## src/rtl/fetch_unit.sv

```systemverilog
`default_nettype none
// ============================================================================
// fetch_unit : PC owner, single-outstanding instruction fetch, redirect/kill.
//              Optional feature macro: FETCH_MISALIGN_TRAP_EN.
// Revision   : 1.0
// ============================================================================
module fetch_unit #(
  parameter logic [31:0] RESET_PC = 32'h0000_0000
) (
  input  logic        clk,
  input  logic        rst_n,
  input  logic [1:0]  branch,
  input  logic        branch_valid,
  input  logic [31:0] branch_target,
  input  logic [31:0] alu_out,
  output logic        imem_req_valid,
  input  logic        imem_req_ready,
  output logic [31:0] imem_req_addr,
  input  logic        imem_rsp_valid,
  input  logic [31:0] imem_rsp_data,
  output logic        if_valid,
  input  logic        if_ready,
  output logic [31:0] if_instr,
  output logic [31:0] if_pc,
  output logic        flush
`ifdef FETCH_MISALIGN_TRAP_EN
  ,
  output logic        misalign_err
`endif
);

  // 2'b00 and the reserved 2'b11 both mean "keep going sequentially".
  localparam logic [1:0]  PC_MUX_BRANCH = 2'b01;
  localparam logic [1:0]  PC_MUX_ALU    = 2'b10;
  localparam logic [31:0] NOP           = 32'h0000_0013;

  typedef enum logic [1:0] {
    IDLE = 2'd0,
    REQ  = 2'd1,
    WAIT = 2'd2,
    KILL = 2'd3
  } state_t;

  state_t      state, state_n;
  logic [31:0] pc, pc_n;
  logic [31:0] fetch_pc, fetch_pc_n;
  logic [31:0] pend_addr, pend_addr_n;
  logic        pend, pend_n;
  logic        stale, stale_n;
  logic        buf_valid_n;
  logic [31:0] buf_instr_n, buf_pc_n;
  logic        flush_n;
  logic        redirect, accept, issue, park;
  logic [31:0] target_raw, target;

  assign redirect   = branch_valid && (branch == PC_MUX_BRANCH || branch == PC_MUX_ALU);
  assign target_raw = (branch == PC_MUX_ALU) ? alu_out : branch_target;

`ifdef FETCH_MISALIGN_TRAP_EN
  logic misalign, err_n;
  assign misalign = redirect && (target_raw[1:0] != 2'b00);
  assign target   = target_raw;
  assign park     = misalign_err;
`else
  assign target   = target_raw & 32'hFFFF_FFFC;
  assign park     = 1'b0;
`endif

  // pend: a request was presented last cycle and not taken; it must be held.
  assign issue          = (state == REQ) && !pend && !redirect && (!if_valid || if_ready);
  assign imem_req_valid = pend || issue;
  assign imem_req_addr  = pend ? pend_addr : pc;
  assign accept         = imem_req_valid && imem_req_ready;

  always_comb begin
    state_n     = state;
    pc_n        = pc;
    fetch_pc_n  = fetch_pc;
    pend_n      = pend;
    pend_addr_n = pend_addr;
    stale_n     = stale;
    buf_valid_n = if_valid;
    buf_instr_n = if_instr;
    buf_pc_n    = if_pc;
    flush_n     = redirect;
`ifdef FETCH_MISALIGN_TRAP_EN
    err_n       = misalign_err;
`endif

    if (if_valid && if_ready) buf_valid_n = 1'b0;

    if (accept) begin
      pend_n  = 1'b0;
      stale_n = 1'b0;
    end else if (imem_req_valid) begin
      pend_n      = 1'b1;
      pend_addr_n = imem_req_addr;
    end

    case (state)
      IDLE: if (!park) state_n = REQ;
      REQ: begin
        if (accept) begin
          fetch_pc_n = imem_req_addr;
          if (stale) begin
            state_n = KILL;
          end else begin
            state_n = WAIT;
            pc_n    = imem_req_addr + 32'd4;
          end
        end
      end
      WAIT: begin
        if (imem_rsp_valid) begin
          buf_valid_n = 1'b1;
          buf_instr_n = imem_rsp_data;
          buf_pc_n    = fetch_pc;
          state_n     = REQ;
        end
      end
      KILL: if (imem_rsp_valid) state_n = REQ;
      default: state_n = IDLE;
    endcase

    // A request held across a redirect is marked stale so its response is killed.
    if (redirect) begin
      pc_n        = target;
      buf_valid_n = 1'b0;
      if (pend && !accept) stale_n = 1'b1;
      case (state)
        REQ:     if (accept) state_n = KILL;
        WAIT:    state_n = imem_rsp_valid ? REQ : KILL;
        default: ;
      endcase
    end

`ifdef FETCH_MISALIGN_TRAP_EN
    if (misalign) begin
      err_n   = 1'b1;
      state_n = IDLE;
    end
`endif
  end

  always_ff @(posedge clk or negedge rst_n) begin
    if (!rst_n) begin
      state     <= IDLE;
      pc        <= RESET_PC;
      fetch_pc  <= RESET_PC;
      pend      <= 1'b0;
      pend_addr <= RESET_PC;
      stale     <= 1'b0;
      if_valid  <= 1'b0;
      if_instr  <= NOP;
      if_pc     <= RESET_PC;
      flush     <= 1'b0;
    end else begin
      state     <= state_n;
      pc        <= pc_n;
      fetch_pc  <= fetch_pc_n;
      pend      <= pend_n;
      pend_addr <= pend_addr_n;
      stale     <= stale_n;
      if_valid  <= buf_valid_n;
      if_instr  <= buf_instr_n;
      if_pc     <= buf_pc_n;
      flush     <= flush_n;
    end
  end

`ifdef FETCH_MISALIGN_TRAP_EN
  always_ff @(posedge clk or negedge rst_n) begin
    if (!rst_n) misalign_err <= 1'b0;
    else        misalign_err <= err_n;
  end
`endif

endmodule
`default_nettype wire

```

## config.mk

```make
export PLATFORM = sky130hd
export DESIGN_NAME = fetch_unit
export DESIGN_NICKNAME = d
export VERILOG_FILES = /design/src/rtl/fetch_unit.sv
export SDC_FILE = /design/constraint.sdc
export NUM_CORES = 1
export LEC_CHECK = 0
export BUFFER_PORTS_ARGS = -buffer_cell sky130_fd_sc_hd__buf_2
export CELL_PAD_IN_SITES_DETAIL_PLACEMENT = 0
export CELL_PAD_IN_SITES_GLOBAL_PLACEMENT = 1
export CORE_MARGIN = 10
export CORE_UTILIZATION = 44
export DETAILED_ROUTE_END_ITERATION = 10
export GPL_TIMING_DRIVEN = 0
export PLACE_DENSITY = 0.84
export SYNTH_ARGS = -nofsm -noshare
export SYNTH_HDL_FRONTEND = slang
export SYNTH_SLANG_ARGS = --single-unit
```

## constraint.sdc

```tcl
create_clock -name clk -period 6.9 [get_ports clk]
set_input_delay 0.345 -clock clk [delete_from_list [all_inputs] [get_ports clk]]
set_output_delay 0.345 -clock clk [all_outputs]
set_load 0.1 [all_outputs]
```

Word level (Yosys, flattened, before mapping):

Index checks and enable logic that the tools add are counted.

* flip-flop bits (word level): 166
* bits in writable memories: 0
* bits in read-only memories: 0
* bits in latches: 0
* input port bits: 104
* logic and storage cells: 64
* memories: 0

* add/sub/neg operators: 1
* order comparisons: 0
* bitwise logic cells: 1
* divide/modulo/power cells: 0
* reduce and logical (&&, ||, !) cells: 23
* shifts and indexed selects: 0
* equality and inequality tests: 6
* muxes and demuxes: 23
* multiply operators: 0

Operators with widths (count)
* $mux 32: 6
* $add 32x3->32 const B: 1
* $mux 1: 10
* $mux 2: 5
* $logic_and 1x1->1: 7
* $eq 2x2->1 const B: 3
* $pmux 2 s3: 1
* $reduce_and 2->1: 3
* $reduce_bool 2->1: 3
* $eq 2x1->1 const B: 2
* $logic_not 1->1: 4
* $pmux 2 s2: 1
* $logic_or 1x1->1: 3
* $reduce_and 3->1: 1
* $logic_not 2->1: 1
* $ne 2x1->1 const B: 1
* $reduce_or 2->1: 1
* $not 1->1: 1

Depth between registers and ports, before layout:

* depth in word-level cells: 13
* gate-level depth with buffers: 15

Worst setup path before layout:

OpenSTA, ideal clock, no wires.

* kind: reg2reg
* from: register pend
* to: register pc[28]
* slack: 2.972 ns
* setup time: 0.104 ns
* clock period less this slack: 3.928 ns
* stages on the path, launching flop included: 16
* data required time: 6.796 ns
* buffers on the path: 6
* arrival: 3.824 ns
* path through: dfrtp_1 > buf_6 > buf_4 > buf_4 > buf_4 > buf_2 > buf_4 > mux2i_1 > inv_1 > ha_1 > and4_1 > a31oi_1 > nor4_2 > nand4_1 > xnor2_1 > a221oi_1

* elaborated cells on any way between the ends: 14

RTL lines
* start, declared: RTL line 48 `logic pend, pend_n;`
* start signal, assigned: RTL line 161 `pend <= pend_n;`
* $mux 32: RTL line 72 `assign imem_req_addr = pend ? pend_addr : pc;`
* net imem_req_addr[2]: RTL line 18 `output logic [31:0] imem_req_addr,`
* $add 32x3->32: RTL line 109 `pc_n = imem_req_addr + 32'd4;`
* $mux 32: RTL line 105 `if (stale) begin`
* $mux 32: RTL line 103 `if (accept) begin`
* $mux 32: RTL line 100 `case (state)`
* $mux 32: RTL line 126 `if (redirect) begin`
* end signal, assigned: RTL line 159 `pc <= pc_n;`
* end, declared: RTL line 45 `logic [31:0] pc, pc_n;`

The timed path passes the listed nets, and every way through them passes these cells. The select of a mux whose other input is x is not followed.
A chain may end at the register's enable or synchronous reset.

Worst setup path in the final report:

* from: register pend
* to: register pc[28]

* cells in the longest elaborated chain, start to end: 8
* elaborated cells on any way between the ends: 14

RTL lines
* parallel branches: the longest is 8 deep, another holds $add 32x3->32

Parallel ways; which one is timed is not known. The select of a mux whose other input is x is not followed.

==> flow_summary.ini <==
[routing]
drc = 0
drt-total-wl_um = 24500
ant_nets = 0
drt_iter0_drc = 519
first_pass_iters = 6
routed_via_density = 5.49
wl_per_cell_um = 20.3
vias = 6624

[yosys]
ys_ff_latch = 166
synth_mux_area_share_pct = 15.8
synth_area_leaders = dfrtp_1 (52%), mux2_2 (9.1%), mux2i_1 (6.7%), a21oi_1 (6.1%), nor2_1 (3.9%)
synthCells = 750
yosysWarnings = 0
synth_edf_count = 0
synth.net_count = 860
synth.distinct_cells = 54
synth_compound_area_share_pct = 12.7
syn_area_mm2 = 0.00791
ys_top_cells_by_count = dfrtp_1 (163), a21oi_1 (96), nor2_1 (83)
syn_area_per_cell_um2 = 10.5
yosysTopAreaCellShare_pct = 51.6
synth_top_family_by_area = multiplexers
ys_dominant_reg_cell = dfrtp_1
synth_top_area_cell = dfrtp_1
yosys.area_share.simple_pct = 11.8
synth_fa_ha_area_share_pct = 0.949
async_flop_share_pct = 100
synthXorXnorAreaFrac_pct = 1.88
synth_seq_area_share_pct = 52.6
yosysMostFrequentCell = dfrtp_1

[clock_network]
cts_resized = 0
postCtsSetupRepairBufs = 0
ctsHoldBuffers = 1
htree_levels = 4
clock_path_buffers = 2
clockRootBuffer = clkbuf_16
cts_tree = built
clk_pin_slew_ps = 70
cts_sinks = 166
clkLatencyLatePin_ps = 430
numCtsBuffers = 17

[floorplanning]
rows = 48
initial_core_util_pct = 45.3
core-area_mm2 = 0.0175
dieHeight_um = 154
io_pins = 203
fp.dieW_um = 154
die_area_mm2 = 0.0237

[critical_path]
endpoint_kind = register
cp_slowest_stage_delay_ps = 710
cp-start-kind = register
required_ps = 7230
cp_max_fo = 10
worst_path_most_repeated_cell = buf_4
cp.arrival_ps = 4460
critical-path-slowest-cell = nor4_2
path_class = reg2reg
r2r_setup_slack_ps = 2770
path_cells = buf_6 > buf_4 > buf_4 > buf_4 > buf_2 > buf_4 > mux2i_1 > inv_1 > ha_1 > and4_1 > a31oi_1 > nor4_2 > nand4_1 > xnor2_1 > a221oi_1

[place]
place_ws_ps = 2820
gp_congestion = 0.907
dp_cells = 1174
port_buffers = 198
hpwl_um = 18000

[sta]
fin_crit_sh_pct = 59.9
rsz0062_at_grt = false
fmax_ghz = 0.242
max_slew_margin_pct = 11.5
setup_ws_ps = 2770
fin_skew_ps = 7.40
slew_viol_final = 0
final-setup-viol-count = 0
period_needed_ps = 4130
hold_viol = 0
worstMarginPinSlew_ps = 1320
fin_setup_tns_ps = 0

[global_routing]
gr-total-overflow = 0
grt_pass1_vias = 6865
antenna_found_initial = 0
grt_max_degree = 96
grt_pass1_wl_um = 38400
grt_usage_pct = 20.3

[flow_run]
cap_violations = 0

[final_layout]
fill_cells = 1586
fin_cells = 1207
nets = 1079
final_util_pct = 56.1
syn2layout_area_growth_pct = 23.9
antenna_cells = 0
drive_gt1_share_pct = 32.4
multi_input_area_mm2 = 0.00341
seqCellArea_mm2 = 0.00416

[outcome]
run_status = complete, no violations

[min_path]
min_path_type = in2reg
final cells by class:
class | instances | share of cell area (%)
flip-flops and latches | 166 | 42.4
multi-input cells | 501 | 34.8
repair buffers | 200 | 10.6
clock buffers | 20 | 4.46
well taps | 225 | 2.87
plain buffers | 45 | 2.06
inverters | 38 | 1.46
clock inverters | 12 | 1.34
worst paths after layout:
check / cells after the start / start / endpoint
setup reg to reg: 15 / pend / pc[28]
hold reg to reg: 1 / if_instr[27] / if_instr[27]
max in group asynchronous: 3 / rst_n / if_pc[9]
setup / recovery: 15 / pend / pc[28]
hold / removal: 2 / imem_rsp_data[0] / if_instr[0]
min in group asynchronous: 2 / rst_n / if_instr[28]
stage by stage:
| stage | hold WS [ps] | area, µm² |
|---|---|---|
| 2_1_floorplan | 49.4 | 7910 |
| 3_3_place_gp | 478 | 9180 |
| 3_5_place_dp | 347 | 9220 |
| 4_1_cts | 135 | 9800 |
| 5_1_grt | 134 | 9800 |
| 6_report | 145 | 9800 |
layer usage:
metal | vias up | track usage, % | share of wire, %
met5 | - | 0 | 0
met4 | 0 | 4.72 | 0.80
met3 | 15 | 6.86 | 8.7
met2 | 258 | 31.8 | 47
met1 | 3260 | 26.3 | 44
li1 | 3091 | - | -
flip-flops by register name, indices dropped and copies added (netlist names):
signal     count
state          2
pc            32
if_pc         32
pend_addr     32
stale          1
if_instr      32
pend           1
flush          1
if_valid       1
fetch_pc      32
logic make-up (layout without fill, tap and decap cells):
kind of cell | count (synthesis) | after routing
buf+inv | 83 | 315
mux | 117 | 117
flops | 166 | 166
fa+ha+maj | 6 | 6
xor+xnor | 17 | 17
simple gates | 193 | 193
compound gates | 168 | 168
cells in the final DEF, fill, tap and decap left out, types with 7 or more instances in the layout:
master / instances
buf_2: 205
dfrtp_1: 163
a21oi_1: 96
nor2_1: 83
mux2_2: 64
mux2i_1: 53
inv_1: 38
nand2_1: 28
clkbuf_1: 27
nand3_1: 26
clkbuf_16: 17
xnor2_1: 16
o21ai_0: 15
nand4_1: 11
nor2b_1: 9
a31oi_1: 9
nor3_1: 9
buf_1: 8
a211oi_1: 7
worst max-delay path, delay by kind of cell, from the launching register on:
kind	cells	cell delay [ps]
flops	1	390
xor+xnor	1	170
compound gates	2	350
fa+ha+maj	1	290
mux	1	170
buf+inv	7	1490
simple gates	3	1170
Power is not shown: default switching activity piles up to over one toggle a cycle in this logic, so the estimate is an artifact.
